<file path="config.mk">
export PLATFORM = sky130hd
export DESIGN_NAME = alu_arbiter
export DESIGN_NICKNAME = d
export VERILOG_FILES = /design/src/rtl/alu_ctrl_pkg.sv /design/src/rtl/rr_arbiter.sv /design/src/rtl/alu_arbiter.sv
export SDC_FILE = /design/constraint.sdc
export NUM_CORES = 1
export LEC_CHECK = 0
export BUFFER_PORTS_ARGS = -buffer_cell sky130_fd_sc_hd__buf_2
export CAP_MARGIN = 20
export CORE_AREA = 2 2 109 111
export DETAILED_ROUTE_END_ITERATION = 10
export DIE_AREA = 0 0 111 113
export PLACE_DENSITY = 0.72
export SETUP_SLACK_MARGIN = 0.05
export SLEW_MARGIN = 20
export SYNTH_ARGS = -nofsm -noshare
export SYNTH_HDL_FRONTEND = slang
export SYNTH_SLANG_ARGS = --single-unit
</file>
<file path="constraint.sdc">
create_clock -name clock -period 3.5 [get_ports clock]
set_input_delay 0.35 -clock clock [delete_from_list [all_inputs] [get_ports clock]]
set_output_delay 0.35 -clock clock [all_outputs]
set_load 0.1 [all_outputs]
</file>
<file path="src/rtl/alu_ctrl_pkg.sv">
// Shared ALU control definitions: opcode encodings, arbiter FSM states and
// the legal-opcode test used when flagging unsupported operations.
package alu_ctrl_pkg;

    localparam logic [3:0] OP_ADD  = 4'b0010;
    localparam logic [3:0] OP_CBZ  = 4'b0111;
    localparam logic [3:0] OP_SUB  = 4'b1010;
    localparam logic [3:0] OP_AND  = 4'b0110;
    localparam logic [3:0] OP_OR   = 4'b0100;
    localparam logic [3:0] OP_XOR  = 4'b1001;
    localparam logic [3:0] OP_NOR  = 4'b0101;
    localparam logic [3:0] OP_NAND = 4'b1100;
    localparam logic [3:0] OP_MOV  = 4'b1101;
    localparam logic [3:0] OP_NOP  = 4'b0000;

    typedef logic [1:0] state_t;

    localparam state_t ST_IDLE = 2'd0;
    localparam state_t ST_EXEC = 2'd1;
    localparam state_t ST_CAPT = 2'd2;
    localparam state_t ST_RESP = 2'd3;

    function automatic logic is_legal_opcode(input logic [3:0] op);
        case (op)
            OP_ADD, OP_CBZ, OP_SUB, OP_AND, OP_OR,
            OP_XOR, OP_NOR, OP_NAND, OP_MOV: is_legal_opcode = 1'b1;
            default:                         is_legal_opcode = 1'b0;
        endcase
    endfunction

endpackage

</file>
<file path="src/rtl/rr_arbiter.sv">
// Combinational round-robin pick: the first set bit of valid at or above
// pointer (wrapping) wins, reported both one-hot and as an index.
module rr_arbiter #(
    parameter int N_REQ = 2,
    parameter int IDX_W = 1
) (
    input  logic [N_REQ-1:0] valid,
    input  logic [IDX_W-1:0] pointer,
    output logic [N_REQ-1:0] grant,
    output logic [IDX_W-1:0] grantIdx,
    output logic             anyValid
);

    logic [IDX_W-1:0] cand;

    always_comb begin
        grant    = '0;
        grantIdx = '0;
        anyValid = 1'b0;
        cand     = pointer;
        for (int k = 0; k < N_REQ; k++) begin
            if (!anyValid && valid[cand]) begin
                grant[cand] = 1'b1;
                grantIdx    = cand;
                anyValid    = 1'b1;
            end
            cand = (cand == IDX_W'(N_REQ - 1)) ? '0 : cand + 1'b1;
        end
    end

endmodule

</file>
<file path="src/rtl/alu_arbiter.sv">
// Round-robin front end that shares one registered ALU between N_REQ
// requesters, one operation in flight, response held until accepted.
module alu_arbiter
    import alu_ctrl_pkg::*;
#(
    parameter int N_REQ = 2,
    parameter int WIDTH = 32
) (
    input  logic                   clock,
    input  logic                   reset_n,
    input  logic [N_REQ-1:0]       req_valid,
    output logic [N_REQ-1:0]       req_ready,
    input  logic [4*N_REQ-1:0]     req_opcode,
    input  logic [WIDTH*N_REQ-1:0] req_in_one,
    input  logic [WIDTH*N_REQ-1:0] req_in_two,
    output logic [N_REQ-1:0]       rsp_valid,
    input  logic [N_REQ-1:0]       rsp_ready,
    output logic [WIDTH-1:0]       rsp_result,
    output logic                   rsp_zero,
    output logic                   rsp_illegal,
    output logic [WIDTH-1:0]       alu_in_one,
    output logic [WIDTH-1:0]       alu_in_two,
    output logic [3:0]             alu_opcode,
    input  logic [WIDTH-1:0]       alu_result,
    input  logic                   alu_zero,
    output logic                   busy
);

    localparam int IDX_W = (N_REQ > 1) ? $clog2(N_REQ) : 1;

    state_t           state;
    logic [IDX_W-1:0] rrPtr;
    logic [IDX_W-1:0] grantIdx;
    logic             illegalExec;

    logic [N_REQ-1:0] arbGrant;
    logic [IDX_W-1:0] arbIdx;
    logic             arbAny;
    logic             accept;
    logic             rspDone;

    logic [3:0]       reqOp  [N_REQ];
    logic [WIDTH-1:0] reqOne [N_REQ];
    logic [WIDTH-1:0] reqTwo [N_REQ];

    for (genvar g = 0; g < N_REQ; g++) begin : g_unpack
        assign reqOp[g]  = req_opcode[4*g +: 4];
        assign reqOne[g] = req_in_one[WIDTH*g +: WIDTH];
        assign reqTwo[g] = req_in_two[WIDTH*g +: WIDTH];
    end

    rr_arbiter #(
        .N_REQ (N_REQ),
        .IDX_W (IDX_W)
    ) u_rr (
        .valid    (req_valid),
        .pointer  (rrPtr),
        .grant    (arbGrant),
        .grantIdx (arbIdx),
        .anyValid (arbAny)
    );

    // Grants are only offered while idle, so nothing is accepted during the
    // cycle a response completes.
    assign req_ready = (state == ST_IDLE) ? arbGrant : '0;
    assign accept    = (state == ST_IDLE) && arbAny;
    assign rspDone   = (state == ST_RESP) && rsp_ready[grantIdx];
    assign busy      = (state != ST_IDLE);

    always_comb begin
        rsp_valid = '0;
        if (state == ST_RESP) begin
            rsp_valid[grantIdx] = 1'b1;
        end
    end

    always_ff @(posedge clock) begin
        if (!reset_n) begin
            state       <= ST_IDLE;
            rrPtr       <= '0;
            grantIdx    <= '0;
            illegalExec <= 1'b0;
            alu_in_one  <= '0;
            alu_in_two  <= '0;
            alu_opcode  <= OP_NOP;
            rsp_result  <= '0;
            rsp_zero    <= 1'b0;
            rsp_illegal <= 1'b0;
        end else begin
            case (state)
                ST_IDLE: begin
                    if (accept) begin
                        alu_in_one <= reqOne[arbIdx];
                        alu_in_two <= reqTwo[arbIdx];
                        alu_opcode <= reqOp[arbIdx];
                        grantIdx   <= arbIdx;
                        rrPtr      <= (arbIdx == IDX_W'(N_REQ - 1)) ? '0 : arbIdx + 1'b1;
                        state      <= ST_EXEC;
                    end
                end
                // ALU samples alu_* at the end of this cycle; illegal ops still issue.
                ST_EXEC: begin
                    illegalExec <= !is_legal_opcode(alu_opcode);
                    state       <= ST_CAPT;
                end
                ST_CAPT: begin
                    rsp_result  <= alu_result;
                    rsp_zero    <= alu_zero;
                    rsp_illegal <= illegalExec;
                    state       <= ST_RESP;
                end
                ST_RESP: begin
                    if (rspDone) begin
                        state <= ST_IDLE;
                    end
                end
                default: state <= ST_IDLE;
            endcase
        end
    end

endmodule

</file>
Yosys cells after proc, flatten, opt, wreduce, memory -nomap -nowiden
Memories as Yosys holds them, arrays and structs flattened. A register that Yosys moved wholly into a read port is not among the register bits.
Index checks and enable logic that the tools add are counted.
Widths: inputs -> output; s select.
{ "op_classes": {"muxes": 38, "n_eq_ne": 5, "n_addsub": 2, "bitwise": 2, "n_reduce_logical": 12, "magnitude_cmp": 7} }
{ "ops": {"columns": ["operator", "n"], "rows": [
  ["$mux 32", 6],
  ["$mux 4", 5],
  ["$mux 1", 17],
  ["$mux 2", 6],
  ["$pmux 2 s4", 1],
  ["$logic_and 1x1->1", 6],
  ["$lt 1x2->1 const B", 3],
  ["$eq 2x2->1 const B", 2],
  ["$ne 2x2->1 const B", 2],
  ["$reduce_and 2->1", 2],
  ["$demux 1 s1", 3],
  ["$ge 1x1->1 const B", 3],
  ["$add 1x1->1 const B", 2],
  ["$eq 2x1->1 const B", 1],
  ["$ge 2x2->1 const B", 1],
  ["$logic_not 1->1", 2],
  ["$logic_not 2->1", 1],
  ["$not 1->2", 1],
  ["$or 2x2->2", 1],
  ["$reduce_bool 2->1", 1]
]} }
{ "totals": {"input_bits": 175, "mem_count": 1, "ff_bits": 107, "word_cells": 77, "mem_bits_ro": 16, "out_inout_bits": 107} }
{ "mem_list": {"columns": ["name", "words", "width", "read_ports", "rd_ports_with_merged_regs", "write_ports", "line", "rtl"], "rows": [
  ["(name not given)", 16, 1, 1, 1, 0, "alu_ctrl_pkg.sv:24", "case (op)"]
]} }

Logic depth before layout (Yosys ltp)
{ "logic_depth": {"depth_word": 12, "mapped_depth": 11, "depth_no_buf": 9} }

Modules after synthesis
From an unflattened synthesis, not the netlist that was laid out.
{ "unflattened": {"hier_cells": 461, "hier_area_um2": 4615.7} }
{ "modules_own_cells": {"columns": ["module", "seq_area_each_um2", "instances", "cells_per_inst", "area_per_inst_um2"], "rows": [
  ["alu_arbiter", 2162.1, 1, 456, 4583.1],
  ["rr_arbiter", 0.0, 1, 5, 32.5]
]} }

Worst setup path before layout
OpenSTA, ideal clock, no wires.
{ "synth_path": {"path_type": "reg2reg", "startpoint": "register state[0]", "endpoint": "register alu_in_two[11]", "required_ps": 3429, "t_arrival_ps": 2403, "path_buffers": 2, "stages_incl_launch_ff": 8, "setup_ps": 71, "synth_period_minus_slack_ps": 2475, "slack_ps": 1025, "cell_sequence": "dfxtp_1 inv_1 ha_1 and3_1 clkbuf_1 clkbuf_1 a222oi_1 nor2_1"} }
{ "synth_via": {"elab_chain_len": 3} }
{ "synth_lines": {"columns": ["item", "line", "rtl"], "rows": [
  ["start: declaration", "alu_arbiter.sv:31", "state_t state;"],
  ["start signal: assignment", "alu_arbiter.sv:79", "state <= ST_IDLE;"],
  ["start signal: assignment", "alu_arbiter.sv:98", "state <= ST_EXEC;"],
  ["start signal: assignment", "alu_arbiter.sv:104", "state <= ST_CAPT;"],
  ["$logic_not 2->1 (*)", "alu_arbiter.sv:66, alu_arbiter.sv:90", null],
  ["$logic_and 1x1->1", "alu_arbiter.sv:66", "assign accept = (state == ST_IDLE) && arbAny;"],
  ["$reduce_and 2->1 (no source line) (*)", null, null],
  ["end signal: assignment", "alu_arbiter.sv:94", "alu_in_two <= reqTwo[arbIdx];"],
  ["end: declaration", "alu_arbiter.sv:22", "output logic [WIDTH-1:0] alu_in_two,"]
]} }
Mark *: on every way between the ends. The rest lies on a longest branch, timed or not.
A chain may end at the register's enable or synchronous reset.

Worst setup path after layout
{ "layout_path": {"startpoint": "register state[0]", "endpoint": "output req_ready[0]"} }
{ "layout_via": {"elab_chain_len": 2} }
{ "layout_lines": {"columns": ["item", "line", "rtl"], "rows": [
  ["$logic_not 2->1", "alu_arbiter.sv:65", "assign req_ready = (state == ST_IDLE) ? arbGrant : '0;"],
  ["$mux 2", "alu_arbiter.sv:65", null],
  ["end: declaration", "alu_arbiter.sv:12", "output logic [N_REQ-1:0] req_ready,"]
]} }
Every way passes these cells.

==> run summary <==
Avg Cell Area, Syn - 10.2 um^2
Total congestion overflow - 0
CP Cell Sequence - inv_1, ha_1, and3_2, buf_4, buf_2
Switching Fraction - 54.2%
Clk_lat worst skew - 330 ps
Fill cells - 1022
Clk pin slew, worst setup/hold paths - 60 ps
Synthesized netlist net count - 570
Peak supply drop - 0.591 mV
Row Count - 39
Yosys reg bits - 108
Worst path required time - 3150 ps
Cts repair resizes - 0
Num ports - 282
Synth unique cells - 24
FF-to-FF setup slack - 1060 ps
Max-slew violations - 0
Slowest-stage cell, CP - buf_2
Status - finished, final reports clean
Gate power share - 56.1%
CP delay by family, top - buffers and inverters
Per-cell routed wire length - 15.6 um
Worst hold path cell count - 3
Final period utilization - 80.4%
Core outline area - 11300 um^2
Final setup vio count - 0
Ant diodes - 0
Total routed wirelength - 12400 um
Reg2Reg Depth - 8
Crit Path Class - register to primary output
DR iter-0 viols - 475
Post-route setup slack - 687 ps
Worst slew margin - 30.9%
Pwr Density - 1090 nW/um^2
Sequential area share after synthesis - 54.4%
Hold Fails Final Rpt - 0
CTS root buf - clkbuf_16
Multi-input logic area - 1650 um^2
H-tree lvl count - 3
First-pass iteration count of the detailed router - 7
Setup TNS - 0 ps
Ys Warns - 0
Worst setup EP type - primary output
Critical path arrival - 2460 ps
Slowest stage delay, CP - 550 ps
Ratio of cells with drive above 1 in the final layout - 46.7%
Min-delay src - alu_result[26]
Pre-CTS setup slack - 1020 ps
Max-cap violation count - 0
Final #Nets - 828
Peak fanout along the critical path - 66
Die height - 113 um
Final GP Congestion - 0.822
CTS Buf Count - 9
Worst Tran Pin Value - 1040 ps
Max frequency - 0.355 GHz
DP Wirelength - 9330 um
Initial core utilization - 35.3%
Hold WC Path Type - input pin to register
Hold_ws - 253 ps
Layout area overhead - 45.2%
GR Util All Layers - 18.4%
Post-synthesis cell count - 390
Placed Cells - 780
NetSw - 3410 uW
Synthesized area - 3980 um^2
Internal power - 2880 uW
CTS hold repair buffers - 0
Sink Count - 108
Vias in the first global route - 3965
Die Area - 12500 um^2
DR DRC count - 0
PortBufs - 281
Initial antenna violation count - 2
Non-filler cells, final - 796
Clock buffer depth - 2
Post-layout util - 51.2%
FF-to-FF Start - state[0]
TritonCTS clock tree - yes
Register area - 2160 um^2
Startpoint type of the worst setup path - register
Buffer count from post-CTS setup fixing - 0
Minimum clock period - 2810 ps
Die X - 111 um
RSZ-0062 raised after global routing - no
LEAKAGE - 0.00284 uW
Avg Vias per Cell - 5.26
Antenna-violating nets left - 0
Clock share of power - 17.1%
WP buf/inv - 3
Clk_skew - 7.53 ps
Largest net degree at the start of global routing - 67
First-pass GRT wire length - 18900 um
Reg power frac - 26.9%
Vias after detailed routing - 4184
Worst min-delay path endpoint - rsp_result[26]
cell usage in the layout, fill, tap and decap left out:
master	n
a211oi_1	2
a21oi_1	3
a222oi_1	67
a22oi_1	1
a31oi_1	1
a32o_1	1
and2_1	2
and3_1	1
and3_2	2
buf_2	281
buf_4	4
bufinv_16	2
clkbuf_1	1
clkbuf_16	9
clkbuf_8	1
clkinvlp_4	2
dfxtp_1	108
ha_1	4
ha_2	1
inv_1	5
inv_2	1
inv_6	1
mux2i_1	36
nand2_1	2
nand2b_1	1
nor2_1	110
nor2b_1	1
o211ai_1	1
o21ai_4	1
or3b_1	1
power by group through the flow:
stage	combinational (uW)	clock (uW)	sequential, uW
6_report	3520	1070	1690
5_1_grt	3680	1160	1710
4_1_cts	3540	1100	1690
3_5_place_dp	3540	0	1710
3_3_place_gp	3490	0	1700
2_1_floorplan	1070	0	3580
final cells by class:
type | instances | area share (%)
Sequential cell | 108 | 37.4
Multi-Input combinational cell | 238 | 28.6
Timing Repair Buffer | 285 | 24.9
Clock buffer | 11 | 4.20
Tap cell | 143 | 3.10
Clock inverter | 5 | 1.45
Inverter | 6 | 0.390
registers in the layout (all words and copies together) (netlist names), named ones only:
register,count
alu_opcode,4
illegalExec,1
rrPtr,1
rsp_zero,1
rsp_illegal,1
rsp_result,32
alu_in_one,32
state,2
grantIdx,1
alu_in_two,32
worst max-delay path by stage:
stage                     startpoint              to  slack [ps]  depth (start not counted)
after floorplan             state[0]  alu_in_two[11]        1030                          7
after global placement      state[0]    req_ready[0]        1140                          5
after detailed placement    state[0]    req_ready[0]        1020                          5
after CTS                   state[0]    req_ready[0]         660                          5
after global routing        state[1]    req_ready[0]         580                          5
final                       state[0]    req_ready[0]         690                          5
Yosys cell counts (all sizes together):
cell type	number	share of area (%)
nor2	110	10
dfxtp	108	54
a222oi	67	17
mux2i	36	9.1
clkbuf	27	2.5
buf	11	1.5
inv	6	0.57
ha	5	1.6
a21oi	3	0.38
and3	3	0.47
a211oi	2	0.38
and2	2	0.31
nand2	2	0.19
a22oi	1	0.19
a31oi	1	0.16
a32o	1	0.25
nand2b	1	0.16
nor2b	1	0.16
o211ai	1	0.19
o21ai	1	0.13
or3b	1	0.22
tightest hold or removal path, delay by kind of cell:
family / cells / cell delay (ps)
simple gates: 1 / 70
mux: 1 / 50
buf+inv: 1 / 70
metal layers:
layer,global-route usage [%],part of all wire (%),vias up
li1,-,-,1976
met1,20.5,38,1951
met2,32.7,50,229
met3,5.62,9.6,24
met4,7.92,2.2,4
met5,0,0.15,-
cell families after synthesis:
kind of cell / synth area share (%)
and+or+nand+nor: 11.9
DFF: 54.4
AOI/OAI and AO/OA: 18.5
buffers and inverters: 4.59
muxes: 9.06
adders and majority gates: 1.57
per-stage QoR:
| stage | power, uW | cell area [um^2] |
|---|---|---|
| 2_1_floorplan | 4650 | 3980 |
| 3_3_place_gp | 5180 | 5450 |
| 3_5_place_dp | 5250 | 5450 |
| 4_1_cts | 6330 | 5780 |
| 5_1_grt | 6550 | 5780 |
| 6_report | 6280 | 5780 |
No activity file was read; power rests on OpenSTA's default activity.
